**src/rtl/sha_msg_padder.sv**
```systemverilog
// SHA-256 message padder: collects 32-bit big-endian words into 16-word
// blocks, applies the 0x80 / zero-fill / 64-bit bit-length padding, and
// streams each block as 16 words followed by idle cycles so every block
// occupies BLOCK_CYCLES cycles of the downstream schedule.
//
// Handshake: a word transfers on a rising clk edge when in_valid & in_ready.
// in_ready depends only on the state register and is high only in FILL. A
// source that sees in_ready low must hold its word until in_ready returns.
//
// Output timing: M, start, blk_last and busy are registers loaded with the
// values for the state the FSM enters. This keeps them aligned with the
// state, so start and word 0 appear in the first EMIT cycle.
module sha_msg_padder #(
  parameter int BLOCK_CYCLES = 64
) (
  input  logic        clk,
  input  logic        rst,
  input  logic [31:0] in_data,
  input  logic        in_valid,
  input  logic        in_last,
  input  logic [2:0]  in_bytes,
  output logic        in_ready,
  output logic [31:0] M,
  output logic        start,
  output logic        blk_last,
  output logic        busy,
  output logic [1:0]  dbg_state
);

  localparam int CW = $clog2(BLOCK_CYCLES);
  localparam logic [CW-1:0] LAST_CYC = CW'(BLOCK_CYCLES - 1);

  typedef enum logic [1:0] {
    S_FILL = 2'd0,
    S_PAD  = 2'd1,
    S_EMIT = 2'd2
  } state_t;

  state_t         state, state_nx;
  logic [4:0]     idx, idx_nx;          // next buffer slot, 16 = full
  logic [63:0]    len, len_nx;          // message length in bits
  logic [CW-1:0]  cyc, cyc_nx;          // cycle within an emitted block
  logic           extra, extra_nx;      // length words go in a follow-on block
  logic           need80, need80_nx;    // 0x80 marker still to be written
  logic           final_blk, final_nx;  // last word of the message received
  logic [31:0]    m_nx;
  logic           start_nx, blk_last_nx, busy_nx;
  logic           go_emit;

  logic [31:0]    mem [16];
  logic           mem_we, mem_clr;
  logic [3:0]     mem_widx;
  logic [31:0]    mem_wdata;

  logic [2:0]     bcnt;
  logic [31:0]    last_word;
  logic [4:0]     pos80;
  logic [CW:0]    cyc_inc;

  assign in_ready  = (state == S_FILL);
  assign dbg_state = state;

  // Byte count of the final word (values above 4 act as a full word), the
  // masked final word with its 0x80 marker, and where the marker lands.
  always_comb begin
    bcnt = (in_bytes > 3'd4) ? 3'd4 : in_bytes;
    case (bcnt)
      3'd0:    last_word = 32'h8000_0000;
      3'd1:    last_word = {in_data[31:24], 24'h80_0000};
      3'd2:    last_word = {in_data[31:16], 16'h8000};
      3'd3:    last_word = {in_data[31:8], 8'h80};
      default: last_word = in_data;
    endcase
    pos80   = (bcnt == 3'd4) ? idx + 5'd1 : idx;
    cyc_inc = {1'b0, cyc} + (CW + 1)'(1);
  end

  // Next-state, buffer write control and next output values.
  always_comb begin
    state_nx    = state;
    idx_nx      = idx;
    len_nx      = len;
    cyc_nx      = cyc;
    extra_nx    = extra;
    need80_nx   = need80;
    final_nx    = final_blk;
    m_nx        = 32'h0;
    start_nx    = 1'b0;
    blk_last_nx = blk_last;
    busy_nx     = busy;
    go_emit     = 1'b0;
    mem_we      = 1'b0;
    mem_clr     = 1'b0;
    mem_widx    = idx[3:0];
    mem_wdata   = in_data;

    case (state)
      S_FILL: begin
        if (in_valid) begin
          busy_nx = 1'b1;
          mem_we  = 1'b1;
          idx_nx  = idx + 5'd1;
          if (in_last) begin
            mem_wdata = last_word;
            len_nx    = len + {58'b0, bcnt, 3'b000};
            final_nx  = 1'b1;
            need80_nx = (bcnt == 3'd4);
            extra_nx  = (pos80 > 5'd13);
            state_nx  = S_PAD;
          end else begin
            len_nx = len + 64'd32;
            if (idx == 5'd15) go_emit = 1'b1;
          end
        end
      end

      S_PAD: begin
        if (idx == 5'd16) begin
          go_emit = 1'b1;
        end else begin
          mem_we = 1'b1;
          if (need80)                          mem_wdata = 32'h8000_0000;
          else if (!extra && idx == 5'd14)     mem_wdata = len[63:32];
          else if (!extra && idx == 5'd15)     mem_wdata = len[31:0];
          else                                 mem_wdata = 32'h0;
          need80_nx = 1'b0;
          idx_nx    = idx + 5'd1;
          if (idx == 5'd15) go_emit = 1'b1;
        end
      end

      S_EMIT: begin
        if (cyc == LAST_CYC) begin
          if (extra) begin
            // Follow-on block: zeros, pending marker in word 0, length at 14/15.
            mem_clr     = 1'b1;
            extra_nx    = 1'b0;
            need80_nx   = 1'b0;
            cyc_nx      = '0;
            start_nx    = 1'b1;
            blk_last_nx = 1'b1;
            m_nx        = need80 ? 32'h8000_0000 : 32'h0;
          end else begin
            state_nx    = S_FILL;
            idx_nx      = 5'd0;
            blk_last_nx = 1'b0;
            if (final_blk) begin
              busy_nx  = 1'b0;
              len_nx   = 64'd0;
              final_nx = 1'b0;
            end
          end
        end else begin
          cyc_nx = cyc_inc[CW-1:0];
          if (cyc_inc < (CW + 1)'(16)) m_nx = mem[cyc_inc[3:0]];
        end
      end

      default: state_nx = S_FILL;
    endcase

    if (go_emit) begin
      state_nx    = S_EMIT;
      cyc_nx      = '0;
      start_nx    = 1'b1;
      m_nx        = mem[0];
      blk_last_nx = final_blk & ~extra;
    end
  end

  // Control state and registered outputs, cleared asynchronously.
  always_ff @(posedge clk or posedge rst) begin
    if (rst) begin
      state     <= S_FILL;
      idx       <= 5'd0;
      len       <= 64'd0;
      cyc       <= '0;
      extra     <= 1'b0;
      need80    <= 1'b0;
      final_blk <= 1'b0;
      M         <= 32'h0;
      start     <= 1'b0;
      blk_last  <= 1'b0;
      busy      <= 1'b0;
    end else begin
      state     <= state_nx;
      idx       <= idx_nx;
      len       <= len_nx;
      cyc       <= cyc_nx;
      extra     <= extra_nx;
      need80    <= need80_nx;
      final_blk <= final_nx;
      M         <= m_nx;
      start     <= start_nx;
      blk_last  <= blk_last_nx;
      busy      <= busy_nx;
    end
  end

  // Block buffer; contents after reset are don't-care.
  always_ff @(posedge clk) begin
    if (mem_clr) begin
      for (int i = 0; i < 16; i++) mem[i] <= 32'h0;
      mem[0]  <= need80 ? 32'h8000_0000 : 32'h0;
      mem[14] <= len[63:32];
      mem[15] <= len[31:0];
    end else if (mem_we) begin
      mem[mem_widx] <= mem_wdata;
    end
  end

endmodule

```
**config.mk**
```make
export PLATFORM = sky130hd
export DESIGN_NAME = sha_msg_padder
export DESIGN_NICKNAME = d
export VERILOG_FILES = /design/src/rtl/sha_msg_padder.sv
export SDC_FILE = /design/constraint.sdc
export NUM_CORES = 1
export LEC_CHECK = 0
export BUFFER_PORTS_ARGS = -buffer_cell sky130_fd_sc_hd__clkbuf_2
export CORE_ASPECT_RATIO = 2
export CORE_MARGIN = 4
export CORE_UTILIZATION = 45
export CTS_CLUSTER_DIAMETER = 200
export DETAILED_ROUTE_END_ITERATION = 6
export PLACE_DENSITY = 0.71
export SYNTH_ARGS = -nofsm -noshare
export SYNTH_HDL_FRONTEND = slang
export SYNTH_SLANG_ARGS = --single-unit
```
**constraint.sdc**
```tcl
create_clock -name clk -period 4.8 [get_ports clk]
set_input_delay 0.72 -clock clk [delete_from_list [all_inputs] [get_ports clk]]
set_output_delay 0.72 -clock clk [all_outputs]
set_load 0.05 [all_outputs]
```
==> metrics.md <==
| Metric | Value |
|---|---|
| Netlist Area Pre-Place | about 29000 um^2 |
| Pwr dens | about 320 nW/um^2 |
| Post-synth net total | 2225 |
| Root Buffer | clkbuf_16 |
| Commonest non-fill, non-tap cell in the layout | nor2_1 |
| Max-slew violations | 0 |
| Gpl congestion | 0.948 |
| Die area | 68500 um^2 |
| Mean Syn Cell Area | 13.3 um^2 |
| Area of the multi-input gates | 9930 um^2 |
| H-tree depth | 2 |
| Crit-path max FO | 15 |
| R2R depth | 8 |
| Crit path required time | between 5000 and 6000 ps |
| Post-synth EDFFs | 512 |
| Kind of critical path | register to register |
| Final wirelength | 84000 um |
| Starting density of the core | 45.4% |
| 1st-pass router iterations | 5 |
| Sequential element share of the synthesized area | 63.0% |
| Global route total overflow | 0 |
| First DRT Iteration DRCs | 1980 |
| Seq. cell area | 18200 um^2 |
| Worst-path clk slew | 80 ps |
| Post-CTS setup buffer count | 0 |
| Unrepaired setup endpoints after global routing | no |
| Worst vdd ir | between 0.2 and 0.25 mV |
| Startpoint types | register |
| Setup tns final | 0 ps |
| Max-Cap Viols | 0 |
| Top_reg_cell synth | edfxtp_1 |
| PostCTS Resize Cnt | 0 |
| Reg-to-reg endpoint | len[36] |
| I/O pin count | slightly below 80 |
| Largest net degree at the start of global routing | 65 |
| Layout Nets | around 2200 |
| DRC Markers | 0 |
| Area delta synth->final | 9.85% |
| Die Ht | around 370 um |
| Hold WS | 328 ps |
| CTS sink count | 624 |
| Synthesized flop and latch total | 624 |
| Internal reg-to-reg setup slack | ~1100 ps |
| CP Capture Type | register |
| LEAKAGE | between 9 and 10 nW |
| DRT antenna net count | 0 |
| CTS tree | yes |
| CTS max path bufs | 3 |
| Die W | about 190 um |
| Total core area | 63600 um^2 |
| Row Count | 131 |
| Worst-Margin Slew | 1220 ps |
| Worst R2R Start | dbg_state[1] |
| Hold violation count in the final report | 0 |
| Fin crit share | 76.6% |
| Antenna Cells | 0 |
| DP HPWL | 56900 um |
| Hold crit path type | input port to asynchronous set/reset pin |
| GRT Total Usage | 24.3% |
| First-pass GRT wire length | 126000 um |
| Peak Freq | 0.272 GHz |
| Async SR Flop Fraction | 17.9% |
| Number of synthesis warnings | 0 |
| Final Critical Period | roughly 3700 ps |
| Fillers | approximately 5300 |
| Clk_lat worst skew | ~600 ps |
| Cells after Synth | 2173 |
| Vias in the first global route | about 20000 |
| TritonCTS buffer count | 50 |
| Worst Path Arrival | about 4100 ps |
| Netlist cell types | 73 |
| Vias/cell | 6.29 |
| Skew final | 15.9 ps |
| Share of cells above drive strength 1 | roughly 19% |
| Final setup viols | 0 |
| Number of antenna violations at the first check in global routing | 0 |
| Port Buffers | 76 |
| Setup crit start | dbg_state[1] |
| Most frequent cells in the layout | nor2_1 (555), edfxtp_1 (512), mux4_2 (160) |
| Hold buffers post-CTS | 0 |
| Routed len/inst | 27.9 um |
| Rel. slew slack | 18.2% |
| Vias | 19000 |
| Status | finished, final reports clean |
## per-layer routing
metal  up-vias  routed length [um]  track usage (%)
met1      9549               27100             26.0
met2      1075               45600             45.1
li1       8038                   -                -
met4         0                5860             14.7
met5         -                   0                0
met3       305                5550             3.17
## worst max-delay path by stage
| stage | end | depth (start not counted) | slack [ps] |
|---|---|---|---|
| after floorplan | mem[14][0] | 6 | 200 |
| after global placement | mem[15][11] | 7 | 1280 |
| after detailed placement | mem[7][25] | 7 | 1170 |
| after CTS | mem[5][24] | 7 | 1120 |
| after global routing | mem[5][20] | 7 | 940 |
| final | len[36] | 8 | 1120 |
## cell usage after synthesis, types with 4 or more instances
library cell    n  share of area, %
clkbuf_2        4             0.069
xnor2_1        27              0.82
a2bb2oi_2      23               1.2
o21ai_0        73               1.3
and3_1         28              0.61
o31ai_1         4              0.10
nand3_1        30              0.52
or3_1           9              0.20
nor4_1         15              0.33
nor2_1        558               7.3
a31oi_1         8              0.17
edfxtp_1      512                53
mux2i_1         6              0.21
mux4_2        160                12
nand4_1        30              0.65
clkbuf_1      103               1.3
a22o_1         33               1.0
and2_1          6              0.13
and4_1          6              0.18
xor2_1         16              0.49
nand2_1       125               1.6
o211ai_1        5              0.13
a21oi_1        73               1.3
buf_4           7              0.18
and3b_1         4              0.12
nor3_1         23              0.40
buf_2          57              0.99
o41ai_1         5              0.15
dfrtp_1       112               9.7
nand2b_1        6              0.13
inv_1          24              0.31
ha_1           12              0.52
a22oi_2         4              0.17
## where the power goes
part           internal, mW  total [mW]  switching (mW)
clock                  2.31        4.28            1.97
combinational        0.0346       0.171           0.136
sequential             5.78        5.79         0.00391
## state kept, by name, summed over array words and instances, names as in the netlist
register and flops:
len 61, mem 512, busy 1, cyc 6, dbg_state 2, extra 1
blk_last 1, M 32, need80 1, final_blk 1, start 1, idx 5
## kinds of logic after synthesis
logic type | share of synthesized area [%]
buffers and inverters | 2.97
AND/OR/NAND/NOR | 12.8
multiplexers | 12.9
flip-flops | 63.0
XOR/XNOR | 1.31
adder cells (fa/ha/maj) | 0.590
AO/OA/AOI/OAI | 6.44
## cell type report
class                   instances  area share, %
clock inverters                31           1.02
multi-input cells            1350           31.3
flip-flops and latches        624           57.4
well taps                     798           3.15
inverters                      24          0.292
clock buffers                  61           4.21
repair buffers                128           2.63
## worst max-delay path, cell delays in order (launching register included)
cell and delay [ps]:
dfrtp_1 430, inv_1 100, ha_1 610, and2_1 290
nand2_1 430, a211oi_1 1150, nand4_1 250, xnor2_1 220
nor2_1 60
## stage by stage
stage          util, %  worst slack [ps]  area, um^2  power (mW)  std cells
2_1_floorplan        -               197       28800        6.00       2173
3_3_place_gp      47.2              1280       30000        6.07       2924
3_5_place_dp      47.2              1170       30000        6.07       2924
4_1_cts           49.8              1120       31700        10.3       3016
5_1_grt           49.8               936       31700        10.5       3016
6_report          49.8              1120       31700        10.2       3016
Power figures use the tool's default switching activity.
